### src/rtl/fetch_queue.sv
// Instruction-fetch stage: issues synchronous reads to instruction memory and
// buffers fetched {pc, instr} pairs for decode, with branch flush and halt stop.
module fetch_queue #(
  parameter int              XLEN     = 16,
  parameter int              DEPTH    = 4,
  parameter int              INC      = 2,
  parameter logic [XLEN-1:0] RESET_PC = '0,
  parameter logic [3:0]      HLT_OP   = 4'hF
) (
  input  logic            clk,
  input  logic            rst,
  input  logic            branch,
  input  logic [XLEN-1:0] pc_branch,
  output logic            imem_rd_en,
  output logic [XLEN-1:0] imem_addr,
  input  logic [XLEN-1:0] imem_data,
  output logic            out_valid,
  input  logic            out_ready,
  output logic [XLEN-1:0] out_instr,
  output logic [XLEN-1:0] out_pc,
  output logic [XLEN-1:0] out_pc_inc,
  output logic            halted
);

  localparam int              PW         = $clog2(DEPTH);
  localparam int              CW         = PW + 1;
  localparam logic [CW:0]     DEPTH_W    = (CW+1)'(DEPTH);
  localparam logic [XLEN-1:0] INC_W      = XLEN'(INC);
  localparam logic [XLEN-1:0] ALIGN_MASK = ~(XLEN'(1));

  logic [XLEN-1:0] r_pc;
  logic            r_inflight;
  logic [XLEN-1:0] r_inflight_pc;
  logic            r_halt_seen;
  logic [PW-1:0]   r_rd_ptr;
  logic [PW-1:0]   r_wr_ptr;
  logic [CW-1:0]   r_count;
  logic [XLEN-1:0] r_q_pc    [DEPTH];
  logic [XLEN-1:0] r_q_instr [DEPTH];

  logic [CW:0]     w_pending;
  logic            w_issue;
  logic            w_capture;
  logic            w_deq;
  logic            w_is_hlt;

  // Credit rule: occupied entries plus the in-flight response must leave room.
  assign w_pending = {1'b0, r_count} + {{CW{1'b0}}, r_inflight};
  assign w_issue   = rst & ~branch & ~r_halt_seen & (w_pending < DEPTH_W);
  assign w_capture = r_inflight & ~branch & ~r_halt_seen;
  assign w_is_hlt  = (imem_data[XLEN-1 -: 4] == HLT_OP);
  assign w_deq     = out_valid & out_ready;

  assign imem_rd_en = w_issue;
  assign imem_addr  = r_pc;

  assign out_valid  = rst & (r_count != '0);
  assign out_pc     = r_q_pc[r_rd_ptr];
  assign out_instr  = r_q_instr[r_rd_ptr];
  assign out_pc_inc = out_pc + INC_W;
  assign halted     = rst & r_halt_seen & (r_count == '0);

  // NOTE: sequential state uses non-blocking assignments so every register
  // samples the pre-edge values of its neighbours, independent of statement order.
  always_ff @(posedge clk) begin
    if (!rst) begin
      r_pc          <= RESET_PC;
      r_inflight    <= 1'b0;
      r_inflight_pc <= '0;
      r_halt_seen   <= 1'b0;
      r_rd_ptr      <= '0;
      r_wr_ptr      <= '0;
      r_count       <= '0;
    end else if (branch) begin
      r_pc        <= pc_branch & ALIGN_MASK;
      r_inflight  <= 1'b0;
      r_halt_seen <= 1'b0;
      r_rd_ptr    <= '0;
      r_wr_ptr    <= '0;
      r_count     <= '0;
    end else begin
      if (w_issue) begin
        r_pc          <= r_pc + INC_W;
        r_inflight    <= 1'b1;
        r_inflight_pc <= r_pc;
      end else begin
        r_inflight <= 1'b0;
      end

      if (w_capture) begin
        r_wr_ptr <= r_wr_ptr + PW'(1);
        if (w_is_hlt) r_halt_seen <= 1'b1;
      end

      if (w_deq) r_rd_ptr <= r_rd_ptr + PW'(1);

      case ({w_capture, w_deq})
        2'b10:   r_count <= r_count + CW'(1);
        2'b01:   r_count <= r_count - CW'(1);
        default: r_count <= r_count;
      endcase
    end
  end

  // NOTE: queue storage has no reset; entries are only visible through the
  // pointers and count, which are reset, so clearing the array buys nothing.
  always_ff @(posedge clk) begin
    if (rst && w_capture) begin
      r_q_pc[r_wr_ptr]    <= r_inflight_pc;
      r_q_instr[r_wr_ptr] <= imem_data;
    end
  end

endmodule

### config.mk
export PLATFORM = sky130hd
export DESIGN_NAME = fetch_queue
export DESIGN_NICKNAME = d
export VERILOG_FILES = /design/src/rtl/fetch_queue.sv
export SDC_FILE = /design/constraint.sdc
export NUM_CORES = 1
export LEC_CHECK = 0
export CAP_MARGIN = 20
export CORE_AREA = 10 10 161 163
export DETAILED_ROUTE_END_ITERATION = 8
export DIE_AREA = 0 0 171 173
export MAX_ROUTING_LAYER = met4
export SLEW_MARGIN = 20
export SYNTH_ARGS = -nofsm -noshare
export SYNTH_HDL_FRONTEND = slang
export SYNTH_SLANG_ARGS = --single-unit
### constraint.sdc
create_clock -name clk -period 3.8 [get_ports clk]
set_clock_uncertainty 0.1 [all_clocks]
set_input_delay 1.14 -clock clk [delete_from_list [all_inputs] [get_ports clk]]
set_output_delay 1.14 -clock clk [all_outputs]
set_load 0.03 [all_outputs]
Word level (Yosys, flattened, before mapping):

Memories as Yosys holds them, arrays and structs flattened. A register that Yosys moved wholly into a read port is not among the register bits.
Cells that the tools add are included.
Widths: inputs -> output; s select.

* bitwise operators: 12
* reduce and logical (&&, ||, !) cells: 8
* $lt $le $gt $ge: 1
* equal/unequal tests: 3
* mux-type cells: 10
* $add $sub $neg: 7

Operators with widths (count)
* $add 16x2->16 const B: 2
* $mux 16: 2
* $and 1x1->1: 9
* $mux 2: 4
* $pmux 3 s2: 1
* $add 2x1->2 const B: 2
* $add 3x1->4: 1
* $eq 4x4->1 const B: 1
* $lt 4x3->1 const B: 1
* $reduce_and 2->1: 2
* $reduce_bool 2->1: 2
* $add 3x1->3 const B: 1
* $logic_not 3->1: 1
* $mux 1: 3
* $not 1->1: 3
* $reduce_bool 3->1: 1
* $sub 3x1->3 const B: 1
* $eq 2x1->1 const B: 1
* $eq 2x2->1 const B: 1
* $reduce_or 2->1: 1
* $logic_and 1x1->1: 1

* logic and storage cells: 51
* register bits after elaboration: 41
* input bits: 36
* memory bits (writable): 128
* output and inout port bits: 67
* memories: 2

Memories
* r_q_instr: words 4, bits a word 16, read ports 1, clocked after Yosys merged registers in 1, write ports 1, line 39 `logic [XLEN-1:0] r_q_instr [DEPTH];`
* r_q_pc: words 4, bits a word 16, read ports 1, clocked after Yosys merged registers in 1, write ports 1, line 38 `logic [XLEN-1:0] r_q_pc [DEPTH];`

Longest topological paths before layout:

Gate-level depths: netlist (run 1).

* depth in word-level cells: 6
* mapped depth: 9
* depth with buffers taken out: 8

Least setup slack after synthesis (run 1):

Ideal clock, no wire load.

* path kind: input to output
* start point: input port branch
* end point: output port imem_rd_en
* path buffers: 3
* setup slack: 0.348 ns
* data arrival time: 2.212 ns
* cell stages on the path: 6
* data required time: 2.560 ns
* path through: buf_6 nor4b_4 nand2_2 buf_2 clkinv_1 buf_2

* longest elaborated chain between the ends: 4

RTL lines
* start, declared: line 12 `input logic branch,`
* $not 1->1 (no source line)
* $and 1x1->1 (3 in series): line 49 `assign w_issue = rst & ~branch & ~r_halt_seen & (w_pending < DEPTH_W);`
* end, declared: line 14 `output logic imem_rd_en,`

Every way passes these cells.

Worst setup path after layout (run 1):

Ends and elaborated chain as after synthesis.

==> impl_metrics.toml, run 1 <==
[cts]
cts_tree = "yes"
cts_htree_levels = 4
cts_sinks = 165
cts_hold_buf = 0
clock_latency_ns = 0.41
clk_pin_slew_worst_paths_ns = 0.06
cts_max_path_buffers = 2
numCtsBuffers = 17
ctsRootBufferMaster = "clkbuf_16"

[final_layout]
n_fill_cell = 2071
postLayoutCellArea_sq_um = 8790
drive_above_1_share = 0.227
n_antenna_cell = 0
area.growth.synth_to_final_pct = 30.8
nNetsFinal = 594

[timing]
hold_viol = 0
slew_viol_final = 0
tns_ns = 0
fin_hold_ws_ns = 0.397
rsz0062_at_grt = "false"
setup_viol = 0
min_period_ns = 3.63
finalCritPeriodShare = 0.955
fmax_ghz = 0.276

[synth]
synth-seq-cells = 165
yosys.area.top_type = "edfxtp_1"
ys_seq_area_frac = 0.676
synth_edf_count = 124
syn-cell-area_sq_um = 6720
synth_top_cells_by_area = "edfxtp_1 55%, dfxtp_1 12%, mux4_2 10%"
yosysWarnings = 0
synth_top_area_frac = 0.554
syn_inst = 436
async_reset_ff_frac = 0
synth_ff_type = "edfxtp_1"
syn_area_per_cell_sq_um = 15.4
synth.distinct_cells = 46

[pwr]
leakagePower_nw = 2.93
ir_worst_vdd_v = 0.000246
finalPower_mw = 3.85
power.density_nw_per_um2 = 438

[global_route]
grt.overflow.total = 0
grt_pass1_wl_um = 24600
grt_use_total = 0.110
grt_max_degree = 32
grt_pass1_vias = 4298
antenna_found_initial = 0

[setup_path]
crit_arrival_ns = 2.39
r2r_slack_ns = 1.56
r2r-start = "r_count[2]$_SDFFE_PP0P_"
path_cells = "clkdlybuf4s50_1 > nor4b_4 > nand2_2 > clkinv_1 > buf_4"
reg2reg_depth = 7
slowest_delay_ns = 0.46
required_ns = 2.56
reg2reg_to = "r_count[2]$_SDFFE_PP0P_"
cp-end-kind = "primary output"
critPathKind = "in -> out"
cp_slowest_cell = "clkdlybuf4s50_1"
critical_path_buf_inv_count = 3
path_max_fanout = 6
critPathTopFamily = "buffers and inverters"
start_kind = "primary input"

[placement]
routabilityCongestion = 0.738
port_buffers = 98
hpwl_um = 10600
place_area_sq_um = 8160

[floorplan]
die_w_um = 171
io_pins = 103
die_y_um = 173
rows = 55
die_area_sq_um = 29600
initial_utilization = 0.298
core_sq_um = 22600

[hold_path]
hold_depth = 2
worstHoldEndpoint = "r_inflight_pc[15]$_SDFFE_PN0P_"
min_from = "r_inflight_pc[15]$_SDFFE_PN0P_"
min_path_type = "reg -> reg"

[detailed_routing]
wl_met2_um = 7850
finalWirelength_um = 15600
wl_met3_um = 696
drc = 0
dr.pass1.iters = 4
avgRoutedWirePerCell_um = 18.3
final_antenna_net_count = 0
vias = 4067
viasPerCell = 4.80
routed.top_layer = "met4"
initialDrtViolationCount = 247
met1_length_um = 6850

[run_status]
status = "finished clean"

[run]
drv_cap = 0
==> placed cells by master (no fill, tap or decap), drive strengths merged, types with 8 or more instances in the layout <==
cell / netlist / final
edfxtp: 124 / 124
clkdlybuf4s50: 0 / 64
nand2: 54 / 54
buf: 13 / 50
dfxtp: 41 / 41
mux4: 31 / 31
a21oi: 25 / 25
clkbuf: 8 / 25
inv: 17 / 21
nor2: 16 / 16
xor2: 11 / 11
a31oi: 11 / 11
nand3: 9 / 9
and3: 8 / 8
==> how the worst max path moves through the flow <==
stage,start,to,slack [ns],cells past startpoint
after detailed placement,branch,imem_rd_en,0.17,5
final,branch,imem_rd_en,0.17,5
after global placement,rst,imem_rd_en,0.17,5
after floorplan,branch,imem_rd_en,0.35,6
after CTS,register,out_pc_inc[15],0.06,6
after global routing,register,out_pc_inc[13],0.01,6
==> where the power goes <==
part | leakage [nW] | total, mW | internal, mW | switching, mW
registers | 1.45 | 1.97 | 1.95 | 0.0244
clock network | 0.296 | 1.67 | 1.00 | 0.670
logic | 1.18 | 0.203 | 0.0900 | 0.113
total | 2.93 | 3.85 | 3.04 | 0.807
==> repair_timing <==
| item | 4_1_cts | 5_1_grt |
|---|---|---|
| endpoints found under the setup margin | 1 | 1 |
| resized for setup | 0 | 2 |
| setup buffers | 1 | 1 |
| gates cloned | 0 | 0 |
==> kinds of logic after synthesis <==
kind of cell    after synthesis  share of synthesized area
mux                          34                      0.109
buf+inv                      39                     0.0307
flops                       165                      0.676
fa+ha+maj                     8                     0.0160
other cells                   1                   0.000558
compound gates               51                     0.0471
xor+xnor                     18                     0.0235
simple gates                120                     0.0963
==> layer usage <==
layer,up-vias,track usage
li1,1901,-
met5,-,-
met1,2049,0.135
met3,13,0.0269
met2,104,0.175
met4,0,0.0362
==> worst register-to-register path: stages (launching register included) <==
cell and delay (ns):
dfxtp_1 0.43, o311a_2 0.26, ha_1 0.20, inv_1 0.07, fa_1 0.37, xor2_1 0.16
or3_2 0.41, a21oi_1 0.16
==> final cells by class <==
class | instances | area, sq um | share of cell area
clock inverter | 7 | 56.3 | 0.00641
tap | 285 | 357 | 0.0406
clock buffer | 25 | 539 | 0.0614
inverter | 18 | 67.6 | 0.00769
timing repair buffer | 114 | 1230 | 0.140
multi-input combinational | 234 | 1990 | 0.226
sequential | 165 | 4550 | 0.517
==> through the flow <==
step,worst slack (ns),cells,util
final,0.173,848,0.389
after global routing,0.0138,848,0.389
after CTS,0.0593,847,0.388
after detailed placement,0.168,814,0.362
after global placement,0.173,814,0.362
after floorplan,0.348,438,-
==> synthesized netlist by cell type (all sizes together) (3+ instances only) <==
master,n
xnor2,7
clkbuf,8
nor4,4
o211ai,5
and3,8
a31oi,11
buf,13
nand2,54
mux4,31
nor3,4
nand4,6
dfxtp,41
nor2,16
ha,7
o311ai,3
and4,3
a21oi,25
edfxtp,124
xor2,11
or4,5
inv,17
nand3,9
or3,5
==> sequential cells by signal, summed over array words and instances (netlist names), named ones only <==
register       cells
r_q_instr         64
r_q_pc            60
imem_addr         15
r_inflight_pc     15
r_count            3
r_rd_ptr           2
r_wr_ptr           2
r_halt_seen        1
r_inflight         1
No activity file was read; power rests on OpenSTA's default activity.
==> run 2, diff against run 1 <==
==> constraint.sdc (replaced) <==
create_clock -name clk -period 3.8 [get_ports clk]
set_clock_uncertainty 0.1 [all_clocks]
set_input_delay 1.14 -clock clk [delete_from_list [all_inputs] [get_ports clk]]
set_output_delay 1.14 -clock clk [all_outputs]
set_load 0.1 [all_outputs]
==> impl_metrics.toml, run 2 (synthesized netlist as in run 1, its figures left out) <==
[cts]
cts_tree = "yes"
cts_max_path_buffers = 2
clock_latency_ns = 0.42
ctsRootBufferMaster = "clkbuf_16"
numCtsBuffers = 17
cts_hold_buf = 0
clk_pin_slew_worst_paths_ns = 0.06
cts_htree_levels = 4
cts_sinks = 165

[pwr]
leakagePower_nw = 3.28
finalPower_mw = 4.17
clockPowerShare = 0.449
ir_worst_vdd_v = 0.000263
p_comb_frac = 0.079
intPower_mw = 3.23
seq_power_share = 0.472
power.density_nw_per_um2 = 435
p_sw_frac = 0.226
p_sw_mw = 0.942

[final_layout]
reg_top3 = "r_q_instr: 64 flops, r_q_pc: 60 flops"
final_common_cell = "edfxtp_1"
final_cells = 855
n_antenna_cell = 0
drive_above_1_share = 0.332
largest_reg_flops = 64
area.growth.synth_to_final_pct = 42.7
n_fill_cell = 2018
ff_latch_area_sq_um = 4550
nNetsFinal = 601
multi_input_area_sq_um = 2260
largest_register = "r_q_instr"
layout_common_cells = "124 x edfxtp_1, 54 x buf_12, 52 x nand2_1"

[setup_path]
reg2reg_to = "r_count[2]$_SDFFE_PP0P_"
r2r-start = "r_count[2]$_SDFFE_PP0P_"
crit_arrival_ns = 2.45
critPathKind = "reg -> out"
path_max_fanout = 11
r2r_slack_ns = 1.56
reg2reg_depth = 7
required_ns = 2.56
setup.worst_path.end = "out_pc_inc[15]"
cp-end-kind = "primary output"
start_kind = "register"

[floorplan]
io_pins = 103
die_area_sq_um = 29600
initial_utilization = 0.298
core_sq_um = 22600
die_w_um = 171
rows = 55
die_y_um = 173

[detailed_routing]
initialDrtViolationCount = 307
finalWirelength_um = 16000
drc = 0
viasPerCell = 4.82
final_antenna_net_count = 0
dr.pass1.iters = 4
vias = 4117
avgRoutedWirePerCell_um = 18.7

[timing]
finalCritPeriodShare = 0.972
slew_viol_final = 0
fmax_ghz = 0.271
setup_ws_ns = 0.106
hold_viol = 0
min_period_ns = 3.69
rsz0062_at_grt = "true"
setup_viol = 0

[placement]
port_buffers = 98
routabilityCongestion = 0.773
hpwl_um = 10900
post-place-ws_ns = 0.169
dp.cells = 816

[global_route]
grt_max_degree = 32
grt.overflow.total = 0
antenna_found_initial = 0
grt_pass1_vias = 4384
grt_use_total = 0.114
grt_pass1_wl_um = 25100

[hold_path]
min_path_type = "reg -> reg"
min_from = "r_inflight_pc[10]$_SDFFE_PN0P_"

[run_status]
status = "finished clean"

[run]
drv_cap = 0
[run 2: cell types whose count changed in the layout (fill, tap and decap cells not counted), moves of 5 or more]
| cell | delta |
|---|---|
| bufinv_16 | +5 |
| xnor2_1 | -5 |
| xor2_1 | -8 |
| clkdlybuf4s50_1 | -30 |
| buf_12 | +37 |
| xor2_4 | +7 |
[run 2: how the worst min path moves through the flow]
| stage | to | slack (ns) | cells past startpoint |
|---|---|---|---|
| final | r_inflight_pc[10]$_SDFFE_PN0P_ | 0.39 | 2 |
| after floorplan | r_q_pc[0][10]$_DFFE_PP_ | 0.36 | 0 |
| after global routing | r_q_pc[0][10]$_DFFE_PP_ | 0.42 | 0 |
| after detailed placement | r_inflight_pc[10]$_SDFFE_PN0P_ | 0.39 | 2 |
| after CTS | r_inflight_pc[10]$_SDFFE_PN0P_ | 0.40 | 2 |
| after global placement | r_q_pc[2][10]$_DFFE_PP_ | 0.37 | 0 |
[run 2: per-stage QoR]
stage | util | hold slack (ns) | setup TNS (ns) | cell area [sq um]
final | 0.425 | 0.391 | 0 | 9590
after global routing | 0.425 | 0.421 | -0.0427 | 9590
after CTS | 0.424 | 0.398 | 0 | 9570
after detailed placement | 0.391 | 0.389 | 0 | 8820
after global placement | 0.391 | 0.372 | 0 | 8820
after floorplan | - | 0.360 | -0.647 | 6980
[run 2: layer usage]
metal  global-route usage  vias to the layer above  routed length, um
li1                     -                     1917                  -
met1                0.139                     2080               6960
met2                0.177                      110               8010
met3               0.0337                       10                860
met4               0.0355                        0                163
met5                    -                        -                  0
[run 2: layout make-up]
cell class	instances	share of cell area
Clock buffer	18	0.0448
Clock inverter	14	0.0232
Inverter	18	0.00705
Multi-Input combinational cell	234	0.236
Sequential cell	165	0.474
Tap cell	285	0.0372
Timing Repair Buffer	121	0.177
[run 2: repair_timing]
action                     4_1_cts  5_1_grt
pin swaps                        1        0
gates resized for setup          7        2
cloned                           1        0
setup buffers                    5        1
setup endpoints to repair       11        5
[run 2: critical path: stages, from the launching register on]
cell and delay, ns:
dfxtp_4 0.42, buf_4 0.16, mux4_2 0.41, nand4_4 0.21
nor4_4 0.45, xor2_4 0.19, buf_12 0.19
[run 2: power groups by stage]
stage / combinational, mW / sequential [mW] / clock (mW)
after floorplan: 0.141 / 2.07 / 0
after CTS: 0.331 / 1.97 / 1.92
final: 0.329 / 1.97 / 1.87
after detailed placement: 0.329 / 2.01 / 0
after global placement: 0.324 / 2.01 / 0
after global routing: 0.344 / 1.98 / 1.99
==> run 3, diff against run 2 <==
--- a/config.mk
+++ b/config.mk
@@ -10,7 +10,6 @@
 export DETAILED_ROUTE_END_ITERATION = 8
 export DIE_AREA = 0 0 171 173
 export MAX_ROUTING_LAYER = met4
-export SLEW_MARGIN = 20
 export SYNTH_ARGS = -nofsm -noshare
 export SYNTH_HDL_FRONTEND = slang
 export SYNTH_SLANG_ARGS = --single-unit
==> results of run 3 <==
No change in the layout: final DEF, timing and power equal those of run 2.
